**config.mk**
```make
export PLATFORM = sky130hd
export DESIGN_NAME = serial_tx_arbiter
export DESIGN_NICKNAME = d
export VERILOG_FILES = /design/src/rtl/serial_tx_arbiter.sv
export SDC_FILE = /design/constraint.sdc
export NUM_CORES = 1
export LEC_CHECK = 0
export BUFFER_PORTS_ARGS = -buffer_cell sky130_fd_sc_hd__buf_2
export CAP_MARGIN = 0
export CORE_MARGIN = 1.5
export CORE_UTILIZATION = 45
export DETAILED_ROUTE_END_ITERATION = 10
export PLACE_DENSITY = 0.7
export SYNTH_ARGS = -nofsm -noshare
export SYNTH_HDL_FRONTEND = slang
export SYNTH_SLANG_ARGS = --single-unit
export TNS_END_PERCENT = 20
```
**constraint.sdc**
```tcl
create_clock -name clk -period 3 [get_ports clk]
set_input_delay 0.15 -clock clk [delete_from_list [all_inputs] [get_ports clk]]
set_output_delay 0.15 -clock clk [all_outputs]
set_load 0.03 [all_outputs]
```
**src/rtl/serial_tx_arbiter.sv**
```systemverilog
// serial_tx_arbiter
//   Shares one quick_rs232 transmitter between NUM_REQ byte-stream requesters.
//   Arbitration is per packet: the granted requester keeps the line until it
//   flags its last byte, its req drops, or the copy handshake times out.
//   Build option: define TX_ARB_FIXED_PRIORITY_EN to replace round-robin with
//   lowest-index-wins priority (no last-owner pointer is built then).
module serial_tx_arbiter #(
  parameter int unsigned NUM_REQ      = 3,
  parameter int unsigned HOLD_CYCLES  = 10,
  parameter int unsigned COPY_TIMEOUT = 65535
) (
  input  logic                 clk,
  input  logic                 rst,
  input  logic [NUM_REQ-1:0]   req,
  input  logic [8*NUM_REQ-1:0] req_data,
  input  logic [NUM_REQ-1:0]   req_last,
  output logic [NUM_REQ-1:0]   ack,
  output logic [NUM_REQ-1:0]   grant,
  output logic                 err_timeout,
  output logic                 tx_transaction,
  output logic [7:0]           tx_data,
  output logic                 tx_data_ready,
  input  logic                 tx_data_copied,
  input  logic                 tx_busy
);

  localparam int unsigned IDXW = (NUM_REQ > 1) ? $clog2(NUM_REQ) : 1;

  localparam logic [2:0] S_IDLE  = 3'd0;
  localparam logic [2:0] S_LOAD  = 3'd1;
  localparam logic [2:0] S_SEND  = 3'd2;
  localparam logic [2:0] S_HOLD  = 3'd3;
  localparam logic [2:0] S_NEXT  = 3'd4;
  localparam logic [2:0] S_DRAIN = 3'd5;

  localparam logic [16:0] CNT_TIMEOUT = 17'(COPY_TIMEOUT - 1);
  localparam logic [16:0] CNT_HOLD    = 17'(HOLD_CYCLES - 1);

  logic [2:0]         state;
  logic [IDXW-1:0]    winner;
  logic               last_flag;
  logic [16:0]        cnt;

  logic [NUM_REQ-1:0] cand;
  logic               pick_valid;
  logic [IDXW-1:0]    pick_idx;
  logic [NUM_REQ-1:0] pick_onehot;

  logic               sel_req;
  logic               sel_last;
  logic [7:0]         sel_data;

`ifdef TX_ARB_FIXED_PRIORITY_EN
  // Fixed priority: every pending request is a candidate, lowest index wins
  always_comb begin
    cand = req;
  end
`else
  logic [IDXW-1:0]    last_owner;
  logic [NUM_REQ-1:0] req_hi;

  // Round-robin: prefer requests above the last owner, else wrap to all requests
  always_comb begin
    req_hi = '0;
    for (int unsigned k = 0; k < NUM_REQ; k++) begin
      req_hi[k] = req[k] && (k > 32'(last_owner));
    end
    cand = (|req_hi) ? req_hi : req;
  end
`endif

  // Lowest set bit of the candidate vector, as index and one-hot
  always_comb begin
    pick_valid  = 1'b0;
    pick_idx    = '0;
    pick_onehot = '0;
    for (int unsigned k = 0; k < NUM_REQ; k++) begin
      if (!pick_valid && cand[k]) begin
        pick_valid     = 1'b1;
        pick_idx       = IDXW'(k);
        pick_onehot[k] = 1'b1;
      end
    end
  end

  // Current winner's request, last flag and data byte
  always_comb begin
    sel_req  = 1'b0;
    sel_last = 1'b0;
    sel_data = '0;
    for (int unsigned k = 0; k < NUM_REQ; k++) begin
      if (32'(winner) == k) begin
        sel_req  = req[k];
        sel_last = req_last[k];
        sel_data = req_data[8*k +: 8];
      end
    end
  end

  // Arbitration and tx handshake state machine
  always_ff @(posedge clk or posedge rst) begin
    if (rst) begin
      state          <= S_IDLE;
      winner         <= '0;
      last_flag      <= 1'b0;
      cnt            <= '0;
      ack            <= '0;
      grant          <= '0;
      err_timeout    <= 1'b0;
      tx_transaction <= 1'b0;
      tx_data        <= '0;
      tx_data_ready  <= 1'b0;
`ifndef TX_ARB_FIXED_PRIORITY_EN
      last_owner     <= IDXW'(NUM_REQ - 1);
`endif
    end else begin
      ack         <= '0;
      err_timeout <= 1'b0;
      case (state)
        S_IDLE: begin
          if (pick_valid) begin
            grant  <= pick_onehot;
            winner <= pick_idx;
            state  <= S_LOAD;
          end
        end
        S_LOAD: begin
          if (sel_req) begin
            tx_transaction <= 1'b1;
            tx_data        <= sel_data;
            ack            <= grant;
            last_flag      <= sel_last;
            cnt            <= '0;
            state          <= S_SEND;
          end else begin
            state <= S_DRAIN;
          end
        end
        S_SEND: begin
          tx_data_ready <= 1'b1;
          if (tx_data_copied) begin
            cnt   <= '0;
            state <= S_HOLD;
          end else if (cnt == CNT_TIMEOUT) begin
            tx_data_ready <= 1'b0;
            err_timeout   <= 1'b1;
            cnt           <= '0;
            state         <= S_DRAIN;
          end else begin
            cnt <= cnt + 17'd1;
          end
        end
        S_HOLD: begin
          if (cnt == CNT_HOLD) begin
            tx_data_ready <= 1'b0;
            cnt           <= '0;
            state         <= last_flag ? S_DRAIN : S_NEXT;
          end else begin
            cnt <= cnt + 17'd1;
          end
        end
        S_NEXT: begin
          state <= sel_req ? S_LOAD : S_DRAIN;
        end
        S_DRAIN: begin
          if (!tx_busy) begin
            tx_transaction <= 1'b0;
            grant          <= '0;
`ifndef TX_ARB_FIXED_PRIORITY_EN
            last_owner     <= winner;
`endif
            state          <= S_IDLE;
          end
        end
        default: state <= S_IDLE;
      endcase
    end
  end

endmodule
```
==> impl_metrics.json, run 1 <==
{
  "die_height_um": 74.51,
  "grt_overflow": 0,
  "syn_nets": 294,
  "clock_skew_ns": 0.01730,
  "ir_worst_vdd_mv": 0.4279,
  "hold_class": "in -> async",
  "power_mw": 2.382,
  "num_rows": 25,
  "path_cells": "inv_2 -> o311a_1 -> or4b_1 -> or3_1 -> a22oi_1",
  "fin_crit_sh_pct": 76.61,
  "ant_nets": 0,
  "synthTopCellsByArea": "dfrtp_1 (45%), a21oi_1 (5.0%), o21ai_0 (4.8%)",
  "hpwl_um": 3699,
  "area_growth_pct": 19.85,
  "grt_use_total_pct": 20.66,
  "power.leakage_nw": 1.238,
  "viasPerCell": 5.497,
  "worstPathArrival_ns": 2.50,
  "finalCriticalPeriod_ns": 2.298,
  "clkTransAtPathRegs_ns": 0.09,
  "avgSynthCellArea_um2": 8.953,
  "chipWidth_um": 74.51,
  "dr.pass1.iters": 4,
  "grt_setup_unrepaired": "no",
  "final_area_mm2": 0.002758,
  "syn_area_mm2": 0.002301,
  "cts_num_sinks": 42,
  "maxSlewViolCount": 0,
  "synth_seq_cells": 42,
  "clock.fmax_mhz": 435.1,
  "post-route-util_pct": 57.25,
  "io_buffers": 50,
  "gp_congestion": 0.8611,
  "hold_viol_final": 0,
  "setup_viol": 0,
  "cp_max_fo": 10,
  "cp-end-kind": "register",
  "pin_count": 51,
  "layout-drive-gt1-share_pct": 23.13,
  "crit_buf_inv": 1,
  "cp.required_ns": 3.21,
  "cts_hold_buf": 0,
  "wire_per_inst_um": 13.31,
  "drcViolationCount": 0,
  "max_slew_margin_pct": 36.55,
  "worstSkewPairLatency_ns": 0.30,
  "num_antenna_cells": 0,
  "initial_utilization_pct": 47.77,
  "ctsResizeCount": 0,
  "setup_tns_ns": 0,
  "tightest_slew_ns": 0.9507,
  "fill_cells": 467,
  "synth_cells": 257,
  "ys_seq_area_share_pct": 45.73,
  "grt_max_degree": 27,
  "cts_root_buffer": "clkbuf_8",
  "post-cts-setup-buffers": 0,
  "cpPeakStageDelay_ns": 0.62,
  "cts_buffer_depth": 2,
  "routed-via-count": 2056,
  "fin_nets": 343,
  "dr.first_iter.drc_count": 240,
  "cpMaxStageDelayCell": "or4b_1",
  "routed_wl_um": 4978,
  "antenna_found_initial": 0,
  "yosys.area.top_type": "dfrtp_1",
  "cpLargestDelayFamily": "simple AND/OR/NAND/NOR gates",
  "whs_ns": 0.05311,
  "coreArea_mm2": 0.004817,
  "grt_pass1_vias": 1919,
  "cts_made_buffers": 5,
  "synth.distinct_cells": 47,
  "power_density_mw_per_mm2": 863.9,
  "status": "finished, final reports clean",
  "die_area_mm2": 0.005551,
  "synthFlopType": "dfrtp_1",
  "h-tree-depth": 2,
  "ys_warn_count": 0,
  "maxCapViolations": 0,
  "place_area_mm2": 0.002620,
  "synthArstFlopShare_pct": 100.0,
  "critPathKind": "reg -> reg",
  "netlist.area_leader.share_pct": 44.59,
  "crit_path_start_kind": "register",
  "grt_pass1_wl_um": 8928,
  "synth_edf_count": 0,
  "cts_tree": "built"
}
-- where the power goes --
group | switching (mW) | internal (mW) | total [mW]
sequential | 0.134 | 0.712 | 0.846
combinational | 0.640 | 0.365 | 1.00
clock | 0.198 | 0.333 | 0.532
-- cell families after synthesis --
| logic type | synth area share, % |
|---|---|
| adder cells (fa/ha/maj) | 1.631 |
| flip-flops | 45.73 |
| multiplexers | 4.840 |
| AND/OR/NAND/NOR | 20.39 |
| buffers and inverters | 5.220 |
| AO/OA/AOI/OAI | 19.14 |
| XOR/XNOR | 3.045 |
-- sequential cells by signal, summed over array words and instances (netlist names) --
signal,cells
winner,2
last_owner,2
err_timeout,1
grant,3
ack,3
tx_data_ready,1
cnt,17
tx_data,8
tx_transaction,1
last_flag,1
state,3
-- metal layers --
metal	GRT usage, %	part of all wire, %	up-vias
li1	-	-	1024
met1	29.36	49	969
met2	32.14	46	59
met3	3.659	4.9	4
met4	6.667	1.0	0
met5	0	0	-
-- layout make-up --
type | count | area, um2 | area share, %
Multi-Input combinational cell | 187 | 1129 | 40.93
Sequential cell | 42 | 1052 | 38.16
Timing Repair Buffer | 58 | 310.3 | 11.25
Tap cell | 67 | 83.83 | 3.040
Clock buffer | 5 | 68.82 | 2.495
Clock inverter | 3 | 68.82 | 2.495
Inverter | 12 | 45.04 | 1.633
-- synth_stat cells (3+ instances only) --
library cell and instances:
o211ai_1 6, nand4_1 6, or3_1 7, a22oi_1 3, nor3_1 8, nand2_1 27
dfrtp_1 41, nor2_1 19, o21ai_0 22, buf_2 3, inv_1 11, xnor2_1 6
nand3_1 6, mux2i_1 10, ha_1 3, nor4_1 8, a21oi_1 23, clkbuf_1 11
-- per-stage QoR --
| step | cells | worst slack (ns) |
|---|---|---|
| 4_1_cts | 374 | 0.7085 |
| 2_1_floorplan | 257 | 0.8557 |
| 3_3_place_gp | 366 | 0.8173 |
| 5_1_grt | 374 | 0.4261 |
| 6_report | 374 | 0.7018 |
| 3_5_place_dp | 366 | 0.7277 |
-- layout by cell type, fill, tap and decap left out, types with 3 or more instances in the layout --
master / instances
nor3_1: 8
buf_4: 8
or3_1: 7
nand4_1: 6
o21ai_0: 22
nand3_1: 6
nor2_1: 19
buf_2: 50
ha_1: 3
clkbuf_8: 5
nand2_1: 27
inv_1: 11
nor4_1: 8
dfrtp_1: 41
a22oi_1: 3
xnor2_1: 6
mux2i_1: 10
o211ai_1: 6
a21oi_1: 23
-- final timing paths --
kind,slack [ns],cells past startpoint,to,startpoint
max in group asynchronous,2.25,3,cnt[0],rst
hold / removal,0.05,2,state[1],rst
setup reg to reg,0.70,5,cnt[12],state[0]
hold reg to reg,0.48,2,tx_data[7],tx_data[7]
min in group clk,0.08,2,err_timeout,tx_data_copied
setup / recovery,0.70,5,cnt[12],state[0]
Power figures use the tool's default switching activity.
==> inputs of run 2 (changes only) <==
PLACE_DENSITY = 0.73   (was 0.7)
clock period = 1.95 ns   (was 3 ns; I/O delays follow)
==> run 2 against run 1 <==
The flow now finishes with violations (setup timing); clock skew down 0.015 ns; first-iteration DRC count down 15%; worst setup slack got worse by 0.72 ns; routed wire length is 10% higher; sequential share of layout area shrank 2.2 points.
==> impl_metrics.json, run 2 (synthesis gave the netlist of run 1 again) <==
{
  "status": "complete, but fails checks",
  "violations": "setup timing",
  "area_growth_pct": 27.30,
  "maxCapViolations": 0,
  "routed_wl_um": 5480,
  "die_height_um": 74.51,
  "largest_register": "cnt",
  "viasPerCell": 5.448,
  "maxSlewViolCount": 0,
  "post-route-util_pct": 60.81,
  "setup_tns_ns": -0.04170,
  "min_path_cells": 2,
  "max_slew_margin_pct": 64.54,
  "dr.first_iter.drc_count": 203,
  "num_rows": 25,
  "cts_num_sinks": 42,
  "clock_skew_ns": 0.001958,
  "reg2reg_from": "winner[1]",
  "setup_slack_ns": -0.02208,
  "crit_path_start_kind": "register",
  "grt_pass1_wl_um": 9377,
  "path_cells": "mux2i_1 -> o311a_1 -> or4b_4 -> or3_1 -> a22oi_1",
  "critPathKind": "reg -> reg",
  "layout_commonest_cell": "buf_2",
  "io_buffers": 50,
  "hold_class": "in -> reg",
  "cpMaxStageDelayCell": "or4b_4",
  "cp_max_fo": 6,
  "dr.pass1.iters": 4,
  "grt_overflow": 0,
  "ant_nets": 0,
  "ir_worst_vdd_mv": 0.6524,
  "final_cell_mix": "buf_2 (50), dfrtp_1 (41), buf_4 (29)",
  "drcViolationCount": 0,
  "routed-via-count": 2163,
  "cts_tree": "built",
  "h-tree-depth": 2,
  "cts_made_buffers": 5,
  "tightest_slew_ns": 0.5318,
  "hold_viol_final": 0,
  "top_regs": "cnt x17, tx_data x8",
  "grt_pass1_vias": 2077,
  "die_area_mm2": 0.005551,
  "wire_per_inst_um": 13.80,
  "grt_max_degree": 43,
  "stdcell_count": 397,
  "r2r_slack_ns": -0.02,
  "reg2regPathDepth": 5,
  "cp-end-kind": "register",
  "grt_setup_unrepaired": "yes",
  "dpl.cell_count": 387,
  "worstPathArrival_ns": 2.18,
  "cts_root_buffer": "clkbuf_8",
  "hp-start": "tx_data_copied",
  "antenna_found_initial": 0,
  "fin_nets": 366,
  "clock.fmax_mhz": 507.1,
  "worstSkewPairLatency_ns": 0.29,
  "finalCriticalPeriod_ns": 1.972,
  "gp_congestion": 0.8128,
  "r2r_end": "cnt[16]",
  "initial_utilization_pct": 47.77,
  "num_antenna_cells": 0,
  "power_density_mw_per_mm2": 1262,
  "cts_buffer_depth": 2,
  "power_mw": 3.698,
  "cp.required_ns": 2.16,
  "grt_use_total_pct": 21.86,
  "hpwl_um": 3901,
  "layout-drive-gt1-share_pct": 30.00,
  "largest_reg_flops": 17,
  "pin_count": 51,
  "coreArea_mm2": 0.004817,
  "chipWidth_um": 74.51,
  "clkTransAtPathRegs_ns": 0.08,
  "setup_viol": 3,
  "power.leakage_nw": 1.337,
  "fin_crit_sh_pct": 101.1,
  "hold_end": "err_timeout",
  "cpPeakStageDelay_ns": 0.53
}
run 2: cell count changes in the layout (fill, tap and decap cells not counted), sizes merged:
cell and delta:
buf +22, bufinv -2, dlygate4sd3 +1, clkbuf +2
run 2: layout make-up:
cell class                 instances  area [um2]
sequential                        42        1052
clock inverter                     1       5.005
timing repair buffer              81       489.2
multi-input combinational        187        1167
tap                               67       83.83
clock buffer                       7       86.33
inverter                          12       45.04
fill                             428        1888
run 2: worst max path at each step:
stage          startpoint  endpoint  slack [ns]
6_report        winner[1]   cnt[16]       -0.02
5_1_grt         winner[1]   cnt[14]       -0.12
4_1_cts         winner[1]   cnt[16]      -0.006
3_5_place_dp    winner[1]   cnt[14]       -0.03
3_3_place_gp    winner[1]   cnt[12]        0.03
2_1_floorplan   winner[1]   cnt[12]       -0.18
run 2: repair_timing:
action / 4_1_cts / 5_1_grt
gates resized for setup: 1 / 8
setup endpoints to repair: 5 / 23
buffers inserted: 1 / 0
endpoints found under the hold margin: 41 / 0
hold buffers: 1 / 0
pin swaps: 1 / 0
run 2: metal layers:
| layer | track usage (%) | wire, um | up-vias |
|---|---|---|---|
| li1 | - | - | 1077 |
| met1 | 29.54 | 2645 | 1038 |
| met2 | 34.72 | 2558 | 44 |
| met3 | 5.014 | 231 | 4 |
| met4 | 7.273 | 44 | 0 |
| met5 | 0 | 0 | - |
run 2: metrics by stage:
stage	hold WS [ns]	instance area, um2	worst slack [ns]
after detailed placement	0.2636	2778	-0.03047
after global placement	0.2591	2778	0.02872
after CTS	0.01987	2890	-0.006008
final	0.04030	2929	-0.02208
after global routing	0.04236	2929	-0.1163
after floorplan	0.1812	2305	-0.1836
run 2: where the power goes:
group / total, mW / internal [mW] / switching, mW
logic: 1.86 / 0.733 / 1.13
registers: 1.25 / 1.10 / 0.156
clock network: 0.585 / 0.286 / 0.299
run 2: worst max-delay path: cells and delay by family, from the launching register on:
| family | cells | cell delay, ns |
|---|---|---|
| AOI/OAI and AO/OA | 2 | 0.49 |
| DFF | 1 | 0.41 |
| muxes | 1 | 0.15 |
| and+or+nand+nor | 2 | 0.85 |
